### src/rtl/window_range_tracker.sv
// rtl/window_range_tracker.sv - per-window max/min/new-max tracker over valid/ready streams
// Optional out_spread port and logic enabled by defining RANGE_TRACKER_SPREAD_EN.
module window_range_tracker #(
   parameter int WIDTH  = 3,
   parameter int WINDOW = 4,
   parameter int CW     = $clog2(WINDOW + 1)
) (
   input  logic             clk,
   input  logic             rst,
   input  logic             in_valid,
   output logic             in_ready,
   input  logic [WIDTH-1:0] in_data,
   output logic [WIDTH-1:0] out_max,
   output logic [WIDTH-1:0] out_min,
   output logic [CW-1:0]    out_newmax,
`ifdef RANGE_TRACKER_SPREAD_EN
   output logic [WIDTH-1:0] out_spread,
`endif
   output logic             out_valid,
   input  logic             out_ready
);

   typedef enum logic [1:0] {
      ST_IDLE  = 2'd0,
      ST_ACCUM = 2'd1,
      ST_HOLD  = 2'd2
   } state_t;

   localparam logic [CW-1:0] C_WINDOW = CW'(WINDOW);

   state_t           r_state;
   state_t           w_state_next;
   logic [WIDTH-1:0] r_max;
   logic [WIDTH-1:0] r_min;
   logic [CW-1:0]    r_newmax;
   logic [CW-1:0]    r_cnt;
   logic [WIDTH-1:0] w_max_next;
   logic [WIDTH-1:0] w_min_next;
   logic [CW-1:0]    w_newmax_next;
   logic [CW-1:0]    w_cnt_next;
   logic [WIDTH-1:0] r_out_max;
   logic [WIDTH-1:0] r_out_min;
   logic [CW-1:0]    r_out_newmax;
   logic             w_in_ready;
   logic             w_accept;
   logic             w_take;
   logic             w_load_out;

   // in_ready is gated by rst so it reads 0 throughout reset and 1 right after.
   assign w_in_ready = (r_state != ST_HOLD) && !rst;
   assign w_accept   = in_valid && w_in_ready;
   assign w_take     = (r_state == ST_HOLD) && out_ready;
   assign w_load_out = (r_state != ST_HOLD) && (w_state_next == ST_HOLD);

   always_comb begin
      w_state_next  = r_state;
      w_max_next    = r_max;
      w_min_next    = r_min;
      w_newmax_next = r_newmax;
      w_cnt_next    = r_cnt;
      case (r_state)
         ST_IDLE: begin
            if (w_accept) begin
               w_max_next    = in_data;
               w_min_next    = in_data;
               w_newmax_next = '0;
               w_cnt_next    = CW'(1);
               w_state_next  = (WINDOW == 1) ? ST_HOLD : ST_ACCUM;
            end
         end
         ST_ACCUM: begin
            if (w_accept) begin
               w_cnt_next = r_cnt + CW'(1);
               if (in_data > r_max) begin
                  w_max_next    = in_data;
                  w_newmax_next = r_newmax + CW'(1);
               end
               if (in_data < r_min) begin
                  w_min_next = in_data;
               end
               if (w_cnt_next == C_WINDOW) begin
                  w_state_next = ST_HOLD;
               end
            end
         end
         ST_HOLD: begin
            if (w_take) begin
               w_state_next = ST_IDLE;
            end
         end
         default: begin
            w_state_next = ST_IDLE;
         end
      endcase
   end

   // Result registers load only on HOLD entry so they stay put between windows.
   always_ff @(posedge clk) begin
      if (rst) begin
         r_state      <= ST_IDLE;
         r_max        <= '0;
         r_min        <= '0;
         r_newmax     <= '0;
         r_cnt        <= '0;
         r_out_max    <= '0;
         r_out_min    <= '0;
         r_out_newmax <= '0;
      end else begin
         r_state  <= w_state_next;
         r_max    <= w_max_next;
         r_min    <= w_min_next;
         r_newmax <= w_newmax_next;
         r_cnt    <= w_cnt_next;
         if (w_load_out) begin
            r_out_max    <= w_max_next;
            r_out_min    <= w_min_next;
            r_out_newmax <= w_newmax_next;
         end
      end
   end

`ifdef RANGE_TRACKER_SPREAD_EN
   logic [WIDTH-1:0] r_out_spread;

   always_ff @(posedge clk) begin
      if (rst) begin
         r_out_spread <= '0;
      end else if (w_load_out) begin
         r_out_spread <= w_max_next - w_min_next;
      end
   end

   assign out_spread = r_out_spread;
`endif

   assign in_ready   = w_in_ready;
   assign out_valid  = (r_state == ST_HOLD);
   assign out_max    = r_out_max;
   assign out_min    = r_out_min;
   assign out_newmax = r_out_newmax;

endmodule

### config.mk
export PLATFORM = sky130hd
export DESIGN_NAME = window_range_tracker
export DESIGN_NICKNAME = d
export VERILOG_FILES = /design/src/rtl/window_range_tracker.sv
export SDC_FILE = /design/constraint.sdc
export NUM_CORES = 1
export LEC_CHECK = 0
export ABC_AREA = 1
export ABC_CLOCK_PERIOD_IN_PS = 1800
export CORE_ASPECT_RATIO = 0.9
export CORE_MARGIN = 10
export CORE_UTILIZATION = 54
export CTS_CLUSTER_DIAMETER = 120
export CTS_CLUSTER_SIZE = 10
export DETAILED_ROUTE_END_ITERATION = 6
export PLACE_DENSITY = 0.88
export SETUP_SLACK_MARGIN = 0.4
export SYNTH_ARGS = -nofsm -noshare
export SYNTH_HDL_FRONTEND = slang
export SYNTH_SLANG_ARGS = --single-unit
export TNS_END_PERCENT = 50
### constraint.sdc
create_clock -name clk -period 1.8 [get_ports clk]
set_input_delay 0.27 -clock clk [delete_from_list [all_inputs] [get_ports clk]]
set_output_delay 0.27 -clock clk [all_outputs]
set_load 0.02 [all_outputs]
After elaboration in Yosys (flattened, before gate mapping)

Cells that the tools add are included.

Input port bits: 7
Output and inout port bits: 11
Flip-flop bits (word level): 23
Logic and storage cells: 47

$add $sub $neg: 2
Order comparisons: 2
Equal/unequal tests: 7
Muxes and demuxes: 20
Reductions and logical operators: 8

Operators with widths:

| operator                                                         | number |
|---|---|
| 3-bit 2-to-1 mux                                                 | 11 |
| 3-bit case mux with 2 select lines                               | 4 |
| 2-bit 2-to-1 mux                                                 | 4 |
| 3-bit by 1-bit adder with 3-bit output (second input constant)   | 2 |
| 2-bit != test (second input constant)                            | 3 |
| 2-bit case mux with 3 select lines                               | 1 |
| 2-bit == test (second input constant)                            | 2 |
| 1-bit logical AND                                                | 4 |
| 3-bit == test (second input constant)                            | 1 |
| 3-bit > comparator                                               | 1 |
| 3-bit < comparator                                               | 1 |
| 3-bit AND reduction                                              | 1 |
| 2-bit by 1-bit == test with 1-bit output (second input constant) | 1 |
| 2-bit logical NOT                                                | 1 |
| 2-bit nonzero test                                               | 1 |
| 1-bit logical NOT                                                | 1 |

Depth between registers and ports, before layout

Gate-level depths: netlist of the first run.

Depth in word-level cells: 7
Mapped depth: 11
Depth with buffers taken out: 11

Worst setup path before layout of the first run

No wires, ideal clock.

Path kind: register to register
From: register r_max[2]
To: register r_out_max[2], in the netlist out_max[2]
Slack: 0.346 ns
Buffers on the path: 0
Clock period less this slack: 1.454 ns
Stages on the path, launching flop included: 11
Required time: 1.691 ns
Setup time: 0.109 ns
Arrival: 1.345 ns
Path through: dfxtp_1 inv_1 ha_1 a21oi_1 nand2_1 nand2_1 nand2_1 nand3_1 nand3_1 nand2_1 inv_1

Word-level cells in the longest chain between the ends: 4
Elaborated cells between the ends (all ways): 5
Those cells by class: order compare (1); mux (4)

RTL lines:

| element                                | RTL line | text |
|---|---|---|
| start: declaration                     | 33       | `logic [WIDTH-1:0] r_max;` |
| start signal: assignment               | 110      | `r_max <= w_max_next;` |
| 3-bit > comparator                     | 74       | `if (in_data > r_max) begin` |
| 3-bit 2-to-1 mux                       | 74       |  |
| 3-bit 2-to-1 mux                       | 72       | `if (w_accept) begin` |
| 3-bit case mux with 2 select lines (*) | 61       | `case (r_state)` |
| end signal: assignment                 | 115      | `r_out_max <= w_max_next;` |
| end: declaration                       | 41       | `logic [WIDTH-1:0] r_out_max;` |

Every way passes the cells marked *; elsewhere a longest branch is shown, timed or not.
A chain may end at the register's enable or synchronous reset.

Worst setup path after layout of the first run

From: register r_out_min[1], in the netlist out_min[1]
To: output port out_min[1]

RTL lines:

| element                  | RTL line | text |
|---|---|---|
| start: declaration       | 42       | `logic [WIDTH-1:0] r_out_min;` |
| start signal: assignment | 116      | `r_out_min <= w_min_next;` |
| end: declaration         | 14       | `output logic [WIDTH-1:0] out_min,` |

No word-level cell between the ends.

==> results of run 1 <==
[how the worst max path moves through the flow]
stage / startpoint / endpoint / slack (ns)
6_report: out_min[1] / out_min[1] / 0.24
5_1_grt: r_state[0] / out_max[0] / 0.18
4_1_cts: out_max[2] / out_max[2] / 0.24
3_5_place_dp: in_data[2] / out_max[2] / -0.19
3_3_place_gp: in_data[2] / out_min[2] / -0.13
2_1_floorplan: r_max[2] / out_max[2] / 0.38
[per-stage QoR]
stage | cells | cell area [µm²] | utilization (%) | setup TNS (ns) | setup slack [ns]
floorplan | 196 | 1384 | - | 0 | 0.3840
global placement | 252 | 1673 | 68.99 | -1.358 | -0.1282
detailed placement | 252 | 1673 | 68.99 | -2.063 | -0.1918
CTS | 266 | 1867 | 76.99 | 0 | 0.2383
global route | 268 | 1931 | 79.62 | 0 | 0.1783
finish | 268 | 1931 | 79.62 | 0 | 0.2417
[sequential cells by signal, summed over array words and instances, names as in the netlist]
register and flops:
r_state 2, r_max 3, r_newmax 3, out_newmax 3, out_max 3, r_cnt 3
out_min 3, r_min 3
[metal layers]
layer / GRT usage (%) / part of all wire, % / vias to the layer above
li1: - / - / 721
met1: 21.43 / 42 / 688
met2: 30.74 / 47 / 77
met3: 5.710 / 8.1 / 14
met4: 9.242 / 3.0 / 0
met5: 0 / 0 / -
[cell usage after synthesis]
cell	count
a31oi_1	5
o21ai_0	10
nand3_4	1
ha_1	8
dfxtp_1	23
buf_6	2
nor2_4	1
nand3b_1	1
nand3_1	24
inv_2	3
a21oi_2	1
a21boi_0	1
nand2_2	1
o21ai_2	1
or2_1	1
nor2_8	1
dlygate4sd1_1	1
nor3_4	1
a21oi_1	7
clkbuf_1	1
nor2_1	26
nand4_1	7
inv_1	31
nand2_1	37
clkbuf_8	1
[layout by cell type (no fill, tap or decap), types with 3 or more instances in the layout]
master	n
a21oi_1	6
a31oi_1	5
buf_4	23
buf_6	4
clkbuf_4	3
clkdlybuf4s50_1	6
dfxtp_1	15
dfxtp_2	6
dlygate4sd2_1	6
dlymetal6s2s_1	3
ha_1	4
ha_4	4
inv_1	23
inv_2	10
nand2_1	32
nand2_2	4
nand3_1	17
nand3_2	7
nand4_1	7
nor2_1	22
nor2_4	3
o21ai_0	4
o21ai_1	5
[repair_timing]
action                     CTS  global route
setup buffers                9             2
cloned                       1             0
setup endpoints to repair   29            30
pin swaps                   15             4
resized for setup           44            22
[power by group through the flow]
stage	clock network (µW)	registers [µW]	logic [µW]
finish	253	541	269
global route	264	543	294
CTS	246	541	242
detailed placement	0	547	202
global placement	0	547	198
floorplan	0	545	134
[logic make-up after synthesis]
kind of cell	after synthesis	synth area share (%)
compound gates	25	10.37
fa+ha+maj	8	7.340
buf+inv	39	12.94
flops	23	33.76
simple gates	101	35.60
[layout make-up]
type	count	area (µm²)	share of cell area [%]
Inverter	34	132.6	6.870
Tap cell	28	35.03	1.815
Clock inverter	1	5.005	0.2592
Sequential cell	23	475.5	24.63
Clock buffer	3	22.52	1.167
Timing Repair Buffer	45	397.9	20.61
Multi-Input combinational cell	134	862.1	44.65
==> summary.txt, run 1 <==
Worst setup path
  – Crit path max fanout: 2
  – RR Startpoint: r_state[0]
  – CP max stage delay: 0.60 ns
  – Reg2Reg Depth: 9
  – Worst path depth: 1
  – R2R setup slack: 0.26 ns
  – CP Buf/Inv Count: 1
  – Reg2reg end: out_newmax[1]
  – Critical path class: reg2out
  – Cells along the critical path: clkdlybuf4s50_1
  – Slowest cell on crit path: clkdlybuf4s50_1
  – Critical Path Start Type: flip-flop
  – CP Data Arrival Time: 1.29 ns
  – Critical Path RT: 1.53 ns
  – Worst Setup End Kind: output port
  – Cell family with most CP delay: buffers and inverters

GRT
  – Global-route wire length before repair: 7.362 mm
  – Total global-route track usage: 18.60%
  – Initial antenna violation count: 0
  – Pin count of the biggest net entering global routing: 19
  – Grt total ovfl: 0
  – Vias in the first global route: 1,561

Final layout
  – Area growth syn-to-layout: 41.56%
  – # diodes: 0
  – Fillers: 153
  – Layout cells sized above 1: 34.17%
  – Net count, final: 256

Route
  – Final ANT Viol Nets: 0
  – DRT Pass-1 Iters: 4
  – Vias: 1,500
  – WL final: 4.349 mm
  – DRT iter0 DRCs: 175
  – Wire per inst: 16.23 µm
  – DRC violations left: 0
  – Via-per-instance ratio: 5.597

Die
  – IO Count: 18
  – Initial Util: 56.24%
  – Core box area: 2425 µm²
  – Die X: 72.98 µm
  – Num rows: 17
  – Chip height: 67.68 µm
  – Die area: 4939 µm²

Synthesis
  – Top-area cell type share of the netlist area: 33.76%
  – Post-synthesis sequential area ratio: 33.76%
  – Yosys Warn Count: 0
  – Synth Register Bits: 23
  – Post-synth top area cell: dfxtp_1
  – Net count after synthesis: 211
  – Synth Cell Area: 1364 µm²
  – Mapped Cells: 196
  – Avg Cell Area, Syn: 6.958 µm²
  – Netlist cell types: 25
  – Top cells by area, synth: dfxtp_1, nand2_1, nand3_1

Min path
  – Hold endpoint: r_state[1]
  – HP Class: in2reg
  – Hold path start: rst
  – Hold depth: 2

CTS
  – CTS tree: built
  – Clock Sinks: 23
  – Total CTS buffers: 3
  – CTS Buffer Depth: 2
  – CTS root buf: clkbuf_4
  – CTS clock-pin slew for the worst setup and hold paths: 0.14 ns
  – Clock latency on the worst-skew pair: 0.33 ns
  – # H-tree levels: 1
  – Post-cts hold buffer count: 0

Power and ir drop
  – Total power: 1064 µW
  – Pleak: 0.0009472 µW
  – Reg power frac: 50.9%
  – Comb power frac: 25.3%
  – Sw frac: 32.17%
  – Max VDD drop: 0.5925 mV
  – Internal power: 721.5 µW
  – Power Density: 551.0 nW/µm²
  – Sw power: 342.2 µW
  – Clk pwr share: 23.8%

Timing
  – Fin. max-slew vios: 0
  – Final min period: 1.558 ns
  – Final setup vio count: 0
  – Slew @ Worst Pin: 0.2743 ns
  – Hold Fails Final Rpt: 0
  – Highest Clock Rate: 641.7 MHz
  – Worst hold slack: 0.3376 ns
  – RSZ-0062 raised after global routing: true
  – Layout Skew: 0.01066 ns
  – Period utilisation layout: 86.57%
  – Headroom to the max-slew limit: 81.71%

Job
  – Max cap viols: 0

Outcome
  – Status: finished clean

Place
  – Port Buffers: 17
  – DP HPWL: 2.430 mm
  – Gpl congestion: 0.8815
No activity file was read; power rests on OpenSTA's default activity.
==> run 2, diff against run 1 <==
--- a/config.mk
+++ b/config.mk
@@ -7,6 +7,7 @@
 export LEC_CHECK = 0
 export ABC_AREA = 1
 export ABC_CLOCK_PERIOD_IN_PS = 1800
+export CAP_MARGIN = 10
 export CORE_ASPECT_RATIO = 0.9
 export CORE_MARGIN = 10
 export CORE_UTILIZATION = 54
==> results of run 2 <==
The final DEF is identical to that of run 1; final timing and power are the same.
